[src/rtl/core_pkg.sv]
// Shared front-end definitions: RV32 opcode classes, the fetch FSM encoding and
// the instruction/PC packet passed between fetch and decode.
package core_pkg;

  localparam int unsigned XLEN = 32;
  localparam int unsigned OP_W = 7;

  localparam logic [OP_W-1:0] RTYPE    = 7'b0110011;
  localparam logic [OP_W-1:0] ITYPE    = 7'b0010011;
  localparam logic [OP_W-1:0] ITYPE_LW = 7'b0000011;
  localparam logic [OP_W-1:0] STYPE    = 7'b0100011;
  localparam logic [OP_W-1:0] BTYPE    = 7'b1100011;
  localparam logic [OP_W-1:0] UTYPE    = 7'b0110111;
  localparam logic [OP_W-1:0] JTYPE    = 7'b1101111;

  // addi x0,x0,0
  localparam logic [XLEN-1:0] NOP_INSTR = 32'h0000_0013;

  typedef enum logic [1:0] {
    IDLE = 2'd0,
    WAIT = 2'd1,
    DROP = 2'd2
  } fetch_state_e;

  typedef struct packed {
    logic [XLEN-1:0] instr;
    logic [XLEN-1:0] pc;
  } fetch_pkt_t;

endpackage

[src/rtl/instr_fetch_if.sv]
// Instruction-memory request/response bus: req/gnt address phase, rvalid data phase.
interface instr_fetch_if #(
  parameter int unsigned ADDR_W = 32
) ();

  logic                        IM_req;
  logic [ADDR_W-1:0]           IM_addr;
  logic                        IM_gnt;
  logic                        IM_rvalid;
  logic [core_pkg::XLEN-1:0]   IM_rdata;

  modport master (
    output IM_req,
    output IM_addr,
    input  IM_gnt,
    input  IM_rvalid,
    input  IM_rdata
  );

  modport slave (
    input  IM_req,
    input  IM_addr,
    output IM_gnt,
    output IM_rvalid,
    output IM_rdata
  );

endinterface

[src/rtl/fetch_skid_buf.sv]
// One-entry holding buffer for a fetched word that decode could not take yet.
module fetch_skid_buf
  import core_pkg::*;
(
  input  logic       clk,
  input  logic       rst,
  input  logic       push,
  input  logic       pop,
  input  logic       flush,
  input  fetch_pkt_t din,
  output fetch_pkt_t dout,
  output logic       full
);

  // Flush wins over push so a squashed word never survives a redirect.
  always_ff @(posedge clk) begin
    if (rst || flush) begin
      full <= 1'b0;
    end else if (push) begin
      full <= 1'b1;
    end else if (pop) begin
      full <= 1'b0;
    end
  end

  always_ff @(posedge clk) begin
    if (rst) begin
      dout <= '0;
    end else if (push) begin
      dout <= din;
    end
  end

endmodule

[src/rtl/instr_fetch.sv]
// Instruction-fetch stage: owns the PC, keeps one memory request in flight and
// feeds decode through an output register backed by a one-entry skid buffer.
module instr_fetch #(
  parameter int unsigned       ADDR_W    = 32,
  parameter logic [ADDR_W-1:0] RESET_PC  = '0,
  parameter logic [31:0]       NOP_INSTR = 32'h0000_0013
) (
  input  logic               clk,
  input  logic               rst,
  instr_fetch_if.master      im,
  input  logic               redirect,
  input  logic [ADDR_W-1:0]  redirect_pc,
  input  logic               id_ready,
  output logic               if_valid,
  output logic [31:0]        if_instr,
  output logic [ADDR_W-1:0]  if_pc,
  output logic [6:0]         if_OP
);

  import core_pkg::*;

  fetch_state_e      state;
  fetch_state_e      state_nx;
  logic [ADDR_W-1:0] pc;
  logic [ADDR_W-1:0] req_pc;

  logic       req_c;
  logic       grant;
  logic       deliver;
  logic       xfer;
  logic       to_out;
  logic       to_skid;
  logic       skid_pop;
  logic       skid_full;
  fetch_pkt_t rsp_pkt;
  fetch_pkt_t skid_dout;
  logic       unused_redirect_lsb;

  // Next state and request; a redirect or a full skid suppresses new requests.
  always_comb begin
    state_nx = state;
    req_c    = 1'b0;
    case (state)
      IDLE: begin
        req_c = !rst && !redirect && !skid_full;
        if (req_c && im.IM_gnt) state_nx = WAIT;
      end
      WAIT: begin
        if (im.IM_rvalid)  state_nx = IDLE;
        else if (redirect) state_nx = DROP;
      end
      DROP: begin
        if (im.IM_rvalid) state_nx = IDLE;
      end
      default: state_nx = IDLE;
    endcase
  end

  assign im.IM_req  = req_c;
  assign im.IM_addr = pc;

  assign grant    = req_c && im.IM_gnt;
  assign deliver  = (state == WAIT) && im.IM_rvalid && !redirect;
  assign xfer     = if_valid && id_ready;
  assign to_out   = deliver && (!if_valid || id_ready);
  assign to_skid  = deliver && if_valid && !id_ready;
  assign skid_pop = xfer && skid_full && !redirect;
  assign rsp_pkt  = '{instr: im.IM_rdata, pc: XLEN'(req_pc)};
  assign if_OP    = if_instr[6:0];

  assign unused_redirect_lsb = ^redirect_pc[1:0];

  always_ff @(posedge clk) begin
    if (rst) state <= IDLE;
    else     state <= state_nx;
  end

  // Redirect targets are forced word-aligned; sequential fetch wraps naturally.
  always_ff @(posedge clk) begin
    if (rst) begin
      pc     <= RESET_PC;
      req_pc <= RESET_PC;
    end else if (redirect) begin
      pc <= {redirect_pc[ADDR_W-1:2], 2'b00};
    end else if (grant) begin
      req_pc <= pc;
      pc     <= pc + ADDR_W'(4);
    end
  end

  // Output register: skid drains first, then a fresh delivery, else go empty.
  always_ff @(posedge clk) begin
    if (rst) begin
      if_valid <= 1'b0;
      if_instr <= NOP_INSTR;
      if_pc    <= RESET_PC;
    end else if (redirect) begin
      if_valid <= 1'b0;
      if_instr <= NOP_INSTR;
    end else if (xfer && skid_full) begin
      if_valid <= 1'b1;
      if_instr <= skid_dout.instr;
      if_pc    <= ADDR_W'(skid_dout.pc);
    end else if (to_out) begin
      if_valid <= 1'b1;
      if_instr <= rsp_pkt.instr;
      if_pc    <= ADDR_W'(rsp_pkt.pc);
    end else if (xfer) begin
      if_valid <= 1'b0;
      if_instr <= NOP_INSTR;
    end
  end

  fetch_skid_buf u_skid (
    .clk   (clk),
    .rst   (rst),
    .push  (to_skid),
    .pop   (skid_pop),
    .flush (redirect),
    .din   (rsp_pkt),
    .dout  (skid_dout),
    .full  (skid_full)
  );

endmodule

[src/flat_wrapper.sv]
// flat-port wrapper written by rule: the top's interface ports become plain ports
module instr_fetch_flat import core_pkg::*;
#(
  parameter int unsigned       ADDR_W    = 32,
  parameter logic [ADDR_W-1:0] RESET_PC  = '0,
  parameter logic [31:0]       NOP_INSTR = 32'h0000_0013
)
  (clk, rst, redirect, redirect_pc, id_ready, if_valid, if_instr, if_pc, if_OP, im_IM_req, im_IM_addr, im_IM_gnt, im_IM_rvalid, im_IM_rdata);
  instr_fetch_if #(.ADDR_W(ADDR_W)) im_i ();
  input  logic clk;
  input  logic rst;
  input  logic redirect;
  input  logic [ADDR_W-1:0] redirect_pc;
  input  logic id_ready;
  output logic if_valid;
  output logic [31:0] if_instr;
  output logic [ADDR_W-1:0] if_pc;
  output logic [6:0] if_OP;
  output wire logic [$bits(im_i.IM_req)-1:0] im_IM_req;
  output wire logic [$bits(im_i.IM_addr)-1:0] im_IM_addr;
  input wire logic [$bits(im_i.IM_gnt)-1:0] im_IM_gnt;
  input wire logic [$bits(im_i.IM_rvalid)-1:0] im_IM_rvalid;
  input wire logic [$bits(im_i.IM_rdata)-1:0] im_IM_rdata;
  assign im_IM_req = im_i.IM_req;
  assign im_IM_addr = im_i.IM_addr;
  assign im_i.IM_gnt = im_IM_gnt;
  assign im_i.IM_rvalid = im_IM_rvalid;
  assign im_i.IM_rdata = im_IM_rdata;
  instr_fetch #(.ADDR_W(ADDR_W), .RESET_PC(RESET_PC), .NOP_INSTR(NOP_INSTR)) u_core (.clk(clk), .rst(rst), .im(im_i), .redirect(redirect), .redirect_pc(redirect_pc), .id_ready(id_ready), .if_valid(if_valid), .if_instr(if_instr), .if_pc(if_pc), .if_OP(if_OP));
endmodule
[config.mk]
export PLATFORM = sky130hd
export DESIGN_NAME = instr_fetch_flat
export DESIGN_NICKNAME = d
export VERILOG_FILES = /design/src/rtl/core_pkg.sv /design/src/rtl/instr_fetch_if.sv /design/src/rtl/fetch_skid_buf.sv /design/src/rtl/instr_fetch.sv /design/src/flat_wrapper.sv
export SDC_FILE = /design/constraint.sdc
export NUM_CORES = 1
export LEC_CHECK = 0
export CAP_MARGIN = 20
export CORE_MARGIN = 10
export CORE_UTILIZATION = 54
export DETAILED_ROUTE_END_ITERATION = 8
export GPL_TIMING_DRIVEN = 0
export HOLD_SLACK_MARGIN = 0.12
export PLACE_DENSITY = 0.92
export SLEW_MARGIN = 20
export SYNTH_ARGS = -nofsm -noshare
export SYNTH_HDL_FRONTEND = slang
export SYNTH_HIERARCHICAL = 1
export SYNTH_SLANG_ARGS = --single-unit
[constraint.sdc]
create_clock -name clk -period 5.7 [get_ports clk]
set_clock_uncertainty 0.2 [all_clocks]
set_input_delay 0.855 -clock clk [delete_from_list [all_inputs] [get_ports clk]]
set_output_delay 0.855 -clock clk [all_outputs]
set_load 0.05 [all_outputs]
==> results.toml, run 1 <==
[critical_path]
worstSetupEndpointType = "primary output"
cp.depth = 6
arrival_ns = 3.06
critPathMaxFanout = 9
cpMaxStageDelayCell = "clkdlybuf4s50_1"
cp_top_family = "buffers and inverters"
crit_path_frequent_cell = "clkdlybuf4s50_1"
critPathLaunchType = "input pin"
path_cells = "clkdlybuf4s50_1 > buf_6 > or2_2 > clkbuf_1 > nor4_1 > clkdlybuf4s50_1"
slowest_delay_ns = 0.91
r2r_cells = 6
cp_num_buf_inv = 4
required_ns = 4.64
crit_type = "input pin to primary output"

[timing]
hold_ws_ns = 0.2755
hold_violations = 0
min_period_ns = 4.118
maxSlewHeadroom = 0.4863
tns_ns = 0
finalSetupViolations = 0
tightest_slew_ns = 0.7705
grt_setup_unrepaired = "no"
clock.fmax_mhz = 242.8
finalMaxSlewViolations = 0
finalCritPeriodShare = 0.7225

[die]
dieArea_um2 = 19720
io_pins = 175
die_h_um = 140.4
die_w_um = 140.4
core-area_um2 = 14040
start_util = 0.5578
fp-row-count = 43

[cells_and_area]
finish.utilization = 0.7399
stdcell_area_um2 = 10390
layout-drive-gt1-share = 0.06458
fillers = 927
num-nets-final = 1142
area_delta_synth_final_pct = 32.65
regArea_um2 = 3844
multi_input_area_um2 = 3545
antenna_cells = 0

[power]
p_leak_nw = 3.462
p_per_area_nw_per_um2 = 283.2
ir_drop_mv = 0.2179

[detailed_routing]
avgViaCountPerCell = 6.108
highest_layer = "met4"
wl_per_cell_um = 20.33
ant_nets = 0
drtIter0Drc = 981
dr.pass1.iters = 6
wl_met2_um = 12180
wirelength_met1_um = 9605
dr_total_vias = 7720
wl_um = 25700
drc = 0
dr_wl_met3_um = 2584

[global_route]
antenna_found_initial = 0
grt_max_degree = 17
gr-total-overflow = 0
grt_pass1_wl_um = 39700
grt_pass1_vias = 7389
track_usage = 0.2483

[clocking]
clock_sinks = 192
ctsResizeCount = 0
post_cts_buffers = 0
insertion_delay_ns = 0.44
cts_buffers = 17
cts.path.max_buffers = 2
cts_max_level = 4
clk_pin_slew_ns = 0.07
holdBufCountCts = 0
cts_tree = "built"
cts_root_buf = "clkbuf_16"

[logic_synthesis]
synth_top_area_cell = "dfxtp_1"
netlist_top_cells_count = "dfxtp_1, nor2_1, nand2_1"
yosys-top-cells-area = "dfxtp_1, mux2i_1, nor2_1, nand2_1, a222oi_1"
ys_seq_elements = 192
synthesis.area_per_instance_um2 = 8.901
synth_edf_count = 0
synth_warnings = 6
synth.distinct_cells = 55
yosysSeqAreaShare = 0.4907
post-synth-top-count-cell = "dfxtp_1"
synth_cells = 880
yosysTopAreaCellShare = 0.4907
synth_area_um2 = 7833
synthArstFlopShare = 0
synthFlopType = "dfxtp_1"

[placed_design]
place_area_um2 = 9761
place.gp.congestion = 0.9302
dp_hpwl_um = 17770
port_buffers = 169

[hold_path]
min_path_cells = 2
hold_class = "register to register"

[run_status]
status = "completed"

[run]
maxCapViolations = 0
==> cell families after synthesis <==
family / after synthesis / share of synthesized area
mux: 67 / 0.08594
compound gates: 154 / 0.1465
simple gates: 366 / 0.2021
xor+xnor: 13 / 0.01454
other cells: 1 / 0.0004788
fa+ha+maj: 1 / 0.001597
buf+inv: 86 / 0.05815
flops: 192 / 0.4907
==> cell usage in the layout (no fill, tap or decap), types with 17 or more instances in the layout <==
| cell | Yosys | final |
|---|---|---|
| clkbuf_1 | 48 | 48 |
| mux2i_1 | 65 | 65 |
| nand2_1 | 139 | 139 |
| nand4_1 | 19 | 19 |
| dfxtp_1 | 192 | 192 |
| clkdlybuf4s50_1 | 0 | 169 |
| a21oi_1 | 39 | 39 |
| a311oi_1 | 31 | 31 |
| nor2_1 | 157 | 157 |
| a222oi_1 | 30 | 30 |
| clkbuf_16 | 0 | 17 |
==> per-layer routing <==
metal,vias to the layer above,global-route usage
li1,3490,-
met1,3646,0.2895
met2,483,0.4017
met3,101,0.06626
met4,0,0.1440
met5,-,0
==> sequential cells by signal, indices dropped and copies added, names as in the netlist <==
register	flops
u_core/u_skid/full	1
u_core/u_skid/dout	64
u_core/im.IM_addr	30
u_core/if_pc	32
u_core/state	2
u_core/if_instr	32
u_core/if_valid	1
u_core/req_pc	30
==> final timing paths <==
| check | start | to | slack [ns] |
|---|---|---|---|
| min reg2reg | u_core/req_pc[13]$_SDFFE_PP0P_ | u_core/req_pc[13]$_SDFFE_PP0P_ | 0.28 |
| max reg2reg | u_core/im.IM_addr[2]$_SDFFE_PP0P_ | u_core/im.IM_addr[14]$_SDFFE_PP0P_ | 3.24 |
| max | redirect | im_IM_req | 1.58 |
| min | u_core/req_pc[13]$_SDFFE_PP0P_ | u_core/req_pc[13]$_SDFFE_PP0P_ | 0.28 |
==> worst min-delay path: stages, from the launching register on <==
cell,delay (ns)
dfxtp_1,0.32
nand2_1,0.06
a21oi_1,0.05
==> area by class of cell <==
class / count / area share
Buffer: 79 / 0.04131
Clock buffer: 21 / 0.04624
Clock inverter: 11 / 0.01433
Inverter: 7 / 0.002529
Multi-Input combinational cell: 605 / 0.3412
Sequential cell: 192 / 0.3699
Tap cell: 180 / 0.02168
Timing Repair Buffer: 169 / 0.1628
==> per-stage QoR <==
step	setup slack [ns]	total power, mW	instances
floorplan	1.782	1.572	883
global placement	1.632	1.697	1232
detailed placement	1.588	1.702	1232
CTS	1.605	2.938	1264
global route	1.561	3.004	1264
finish	1.582	2.943	1264
==> power breakdown <==
part	total (mW)	internal (mW)	switching [mW]	leakage [nW]
combinational	0.287	0.109	0.178	1.59
sequential	1.39	1.36	0.0289	1.55
clock	1.26	0.741	0.522	0.314
Note: power is estimated with default switching activity, not from simulation.
==> run 2, diff against run 1 <==
--- a/config.mk
+++ b/config.mk
@@ -7,11 +7,11 @@
 export LEC_CHECK = 0
 export CAP_MARGIN = 20
 export CORE_MARGIN = 10
-export CORE_UTILIZATION = 54
+export CORE_UTILIZATION = 46
 export DETAILED_ROUTE_END_ITERATION = 8
 export GPL_TIMING_DRIVEN = 0
 export HOLD_SLACK_MARGIN = 0.12
-export PLACE_DENSITY = 0.92
+export PLACE_DENSITY = 0.84
 export SLEW_MARGIN = 20
 export SYNTH_ARGS = -nofsm -noshare
 export SYNTH_HDL_FRONTEND = slang
==> constraint.sdc (replaced) <==
create_clock -name clk -period 3.5 [get_ports clk]
set_clock_uncertainty 0.2 [all_clocks]
set_input_delay 0.525 -clock clk [delete_from_list [all_inputs] [get_ports clk]]
set_output_delay 0.525 -clock clk [all_outputs]
set_load 0.05 [all_outputs]
==> results.toml, run 2 (synthesis gave the netlist of run 1 again) <==
[run_status]
status = "completed"

[global_route]
grt_pass1_wl_um = 37510
grt_max_degree = 18
gr-total-overflow = 0
antenna_found_initial = 0
grt_pass1_vias = 7038
track_usage = 0.2077

[run]
maxCapViolations = 0

[clocking]
insertion_delay_ns = 0.44
post_cts_buffers = 0
cts.path.max_buffers = 2
clock_sinks = 192
cts_buffers = 17
ctsResizeCount = 0
cts_root_buf = "clkbuf_16"
clk_pin_slew_ns = 0.07
holdBufCountCts = 0
cts_tree = "built"
cts_max_level = 4

[die]
io_pins = 175
core-area_um2 = 16640
start_util = 0.4706
dieArea_um2 = 22650
fp-row-count = 47
die_w_um = 150.5
die_h_um = 150.5

[cells_and_area]
layout-drive-gt1-share = 0.06458
area_delta_synth_final_pct = 32.75
regMostFlops = "u_core/u_skid/dout"
num-nets-final = 1142
stdcell_area_um2 = 10400
final_cells = 1304
antenna_cells = 0
final_cell_mix = "dfxtp_1, clkdlybuf4s50_1, nor2_1"
largestRegisters = "u_core/u_skid/dout x64, u_core/if_instr x32, u_core/if_pc x32"
fillers = 1359
largest_reg_flops = 64
layout_commonest_cell = "dfxtp_1"

[critical_path]
r2r_cells = 6
critPathMaxFanout = 9
r2r_slack_ns = 0.97
required_ns = 2.77
worstSetupEndpointType = "primary output"
crit_path_frequent_cell = "clkdlybuf4s50_1"
r2r-start = "u_core/im.IM_addr[2]$_SDFFE_PP0P_"
slowest_delay_ns = 0.90
cpMaxStageDelayCell = "clkdlybuf4s50_1"
path_cells = "clkdlybuf4s50_1 > buf_6 > or2_2 > clkbuf_1 > nor4_1 > clkdlybuf4s50_1"
reg2reg_to = "u_core/im.IM_addr[14]$_SDFFE_PP0P_"
critPathLaunchType = "input pin"
crit_type = "input pin to primary output"
arrival_ns = 2.68

[detailed_routing]
dr.pass1.iters = 6
wl_per_cell_um = 18.97
avgViaCountPerCell = 5.704
ant_nets = 0
drtIter0Drc = 821
dr_total_vias = 7438
wl_um = 24740
drc = 0

[hold_path]
min-delay-start = "rst"
min_path_cells = 2
hold_class = "input pin to register"
whs_endpoint = "u_core/u_skid/dout[31]$_SDFFE_PP0P_"

[timing]
hold_violations = 0
min_period_ns = 3.402
tns_ns = 0
clock.fmax_mhz = 293.9
finalSetupViolations = 0
hold_ws_ns = 0.2230
grt_setup_unrepaired = "no"
finalCritPeriodShare = 0.9720
maxSlewHeadroom = 0.3270
tightest_slew_ns = 1.010
finalMaxSlewViolations = 0

[placed_design]
place_area_um2 = 9811
dpl.cell_count = 1272
port_buffers = 169
dp_hpwl_um = 17790
place.gp.congestion = 0.9277

[power]
p_leak_nw = 3.438
p_per_area_nw_per_um2 = 449.1
ir_drop_mv = 0.3676
## run 2: cell count changes in the layout (fill, tap and decap cells not counted), sizes merged
| cell | delta |
|---|---|
| inv | +4 |
| clkinvlp | +1 |
| clkbuf | -1 |
| clkinv | -2 |
| bufinv | -2 |
## run 2: worst max path at each step
stage | from | endpoint | slack [ns] | depth (start not counted)
2_1_floorplan | rst | im_IM_req | 0.24 | 4
3_3_place_gp | redirect | im_IM_req | 0.10 | 6
3_5_place_dp | redirect | im_IM_req | 0.11 | 6
4_1_cts | redirect | im_IM_req | 0.10 | 6
5_1_grt | redirect | im_IM_req | 0.04 | 6
6_report | redirect | im_IM_req | 0.1 | 6
## run 2: power by group
part           switching, mW  leakage [nW]  internal, mW
logic                  0.284          1.59         0.177
registers             0.0500          1.55          2.22
clock network          0.881         0.291          1.06
## run 2: layout make-up
type                    count  area (µm²)  share of cell area
inverters                   7       26.28            0.002527
well taps                 220       275.3             0.02647
multi-input cells         605        3545              0.3409
flip-flops and latches    192        3844              0.3697
repair buffers            169        1692              0.1627
clock inverters            12       120.1             0.01155
clock buffers              20       466.7             0.04489
plain buffers              79       429.2             0.04128
## run 2: per-layer routing
metal	up-vias	routed length, µm	global-route usage	share of wire
met5	-	0	0	0
met4	0	708	0.08941	0.029
met3	49	2003	0.04952	0.081
met2	376	12020	0.3406	0.49
met1	3529	10010	0.2548	0.40
li1	3484	-	-	-
## run 2: critical path, delay by kind of cell
family | cells | cell delay [ns]
buffers and inverters | 4 | 1.66
and+or+nand+nor | 2 | 0.47
## run 2: through the flow
stage          worst slack [ns]  total power [mW]  utilization
2_1_floorplan            0.2420             2.559            -
5_1_grt                 0.04431             4.800       0.6248
6_report                0.09783             4.669       0.6248
3_3_place_gp             0.1050             2.768       0.5895
4_1_cts                  0.1035             4.679       0.6248
3_5_place_dp             0.1051             2.775       0.5895
==> run 3, diff against run 2 <==
--- a/config.mk
+++ b/config.mk
@@ -7,11 +7,11 @@
 export LEC_CHECK = 0
 export CAP_MARGIN = 20
 export CORE_MARGIN = 10
-export CORE_UTILIZATION = 46
+export CORE_UTILIZATION = 50
 export DETAILED_ROUTE_END_ITERATION = 8
 export GPL_TIMING_DRIVEN = 0
 export HOLD_SLACK_MARGIN = 0.12
-export PLACE_DENSITY = 0.84
+export PLACE_DENSITY = 0.86
 export SLEW_MARGIN = 20
 export SYNTH_ARGS = -nofsm -noshare
 export SYNTH_HDL_FRONTEND = slang
==> constraint.sdc (replaced) <==
create_clock -name clk -period 3.3 [get_ports clk]
set_clock_uncertainty 0.2 [all_clocks]
set_input_delay 0.495 -clock clk [delete_from_list [all_inputs] [get_ports clk]]
set_output_delay 0.495 -clock clk [all_outputs]
set_load 0.05 [all_outputs]
==> results.toml, run 3 (synthesis gave the netlist of run 1 again) <==
[run_status]
status = "completed"

[power]
switching_power_mw = 1.250
sequentialPowerShare = 0.492
pwr-share-clk = 0.409
internal_power_mw = 3.648
p_leak_nw = 3.419
switching_share = 0.2552
p_per_area_nw_per_um2 = 471.9
ir_drop_mv = 0.3677
comb_power_share = 0.100

[hold_path]
min_path_cells = 2
hold_class = "input pin to register"

[critical_path]
crit_type = "input pin to primary output"
critPathLaunchType = "input pin"
r2r_cells = 6
cpMaxStageDelayCell = "dlygate4sd2_1"
arrival_ns = 2.33
critPathMaxFanout = 9
slowest_delay_ns = 0.61
worstSetupEndpointType = "primary output"
required_ns = 2.60
path_cells = "clkdlybuf4s50_1 > buf_6 > or2_2 > clkbuf_1 > nor4_1 > dlygate4sd2_1"

[timing]
min_period_ns = 3.027
maxSlewHeadroom = 0.2761
finalCritPeriodShare = 0.9174
tightest_slew_ns = 1.086
hold_violations = 0
finalMaxSlewViolations = 0
clock.fmax_mhz = 330.3
grt_setup_unrepaired = "no"
hold_ws_ns = 0.2106
finalSetupViolations = 0

[placed_design]
place_area_um2 = 9799
port_buffers = 169
dp_hpwl_um = 17480
place.gp.congestion = 0.9285

[cells_and_area]
regMostFlops = "u_core/u_skid/dout"
layout_commonest_cell = "dfxtp_1"
final_cell_mix = "dfxtp_1, clkdlybuf4s50_1, nor2_1"
area_delta_synth_final_pct = 32.54
stdcell_area_um2 = 10380
num-nets-final = 1142
largest_reg_flops = 64
largestRegisters = "u_core/u_skid/dout x64, u_core/if_instr x32, u_core/if_pc x32"
layout-drive-gt1-share = 0.06365

[detailed_routing]
wl_um = 24630
dr.pass1.iters = 6
drc = 0
wl_per_cell_um = 18.99
dr_total_vias = 7501
drtIter0Drc = 896
avgViaCountPerCell = 5.783
ant_nets = 0

[run]
maxCapViolations = 0

[die]
fp-row-count = 45
start_util = 0.5133
die_w_um = 145.2
core-area_um2 = 15260
dieArea_um2 = 21070
io_pins = 175
die_h_um = 145.2

[global_route]
met1_usage = 0.2769
grt_pass1_wl_um = 38370
grt_pass1_vias = 7076
grt_max_degree = 17
gr-total-overflow = 0
busiest_layer = "met2"
antenna_found_initial = 2
track_usage = 0.2218
grt_use_met3 = 0.05619
use_met2 = 0.3553

[clocking]
cts_tree = "built"
cts.path.max_buffers = 2
cts_buffers = 17
clk_pin_slew_ns = 0.06
cts_max_level = 4
post_cts_buffers = 0
clock_sinks = 192
cts_root_buf = "clkbuf_16"
insertion_delay_ns = 0.43
-- run 3: cell types whose count changed in the layout (fill, tap and decap cells not counted), sizes merged --
cell           delta
inv               -6
clkinvlp          +4
diode             +2
clkbuf            +1
clkdlybuf4s50     -1
clkinv            +1
dlygate4sd2       +1
-- run 3: power by group through the flow --
stage                     sequential [mW]  clock (mW)  combinational [mW]
after floorplan                      2.56           0               0.155
after global placement               2.46           0               0.477
after detailed placement             2.46           0               0.482
after CTS                            2.41        2.02               0.485
after global routing                 2.41        2.11               0.515
final                                2.41        2.00               0.488
-- run 3: layout make-up --
| cell class | count | area, µm² |
|---|---|---|
| well taps | 211 | 264.0 |
| flip-flops and latches | 192 | 3844 |
| repair buffers | 169 | 1690 |
| plain buffers | 79 | 429.2 |
| diodes | 2 | 5.005 |
| inverters | 7 | 26.28 |
| clock inverters | 11 | 107.6 |
| multi-input cells | 605 | 3545 |
| fillers | 1152 | 4877 |
| clock buffers | 21 | 470.5 |
-- run 3: through the flow --
step	power (mW)	setup TNS [ns]	utilization	worst slack [ns]	instances
after floorplan	2.714	0	-	0.1020	883
after global placement	2.936	-0.02409	0.6422	-0.02409	1263
after detailed placement	2.941	-0.04315	0.6422	-0.04315	1263
after CTS	4.911	0	0.6800	0.2701	1295
after global routing	5.042	0	0.6804	0.1747	1297
final	4.899	0	0.6804	0.2727	1297
-- run 3: final timing paths --
path	startpoint	end	slack, ns
worst max-delay path	redirect	im_IM_req	0.27
worst min-delay path	rst	u_core/u_skid/dout[63]$_SDFFE_PP0P_	0.21
worst max register to register	u_core/im.IM_addr[2]$_SDFFE_PP0P_	u_core/im.IM_addr[14]$_SDFFE_PP0P_	0.78
worst min register to register	u_core/u_skid/dout[13]$_SDFFE_PP0P_	u_core/if_pc[13]$_SDFFE_PP0P_	0.27
-- run 3: critical path: cells and delay by family --
kind	cells	cell delay, ns
and+or+nand+nor	2	0.46
buffers and inverters	4	1.37
-- run 3: metal layers --
| metal | up-vias | routed length (µm) |
|---|---|---|
| li1 | 3484 | - |
| met5 | - | 0 |
| met1 | 3570 | 9964 |
| met4 | 0 | 803 |
| met3 | 52 | 2086 |
| met2 | 395 | 11770 |
-- run 3: repair_timing --
| action | CTS | global route |
|---|---|---|
| hold buffers | 0 | 0 |
| gates resized for setup | 1 | 0 |
| endpoints found under the setup margin | 1 | 0 |
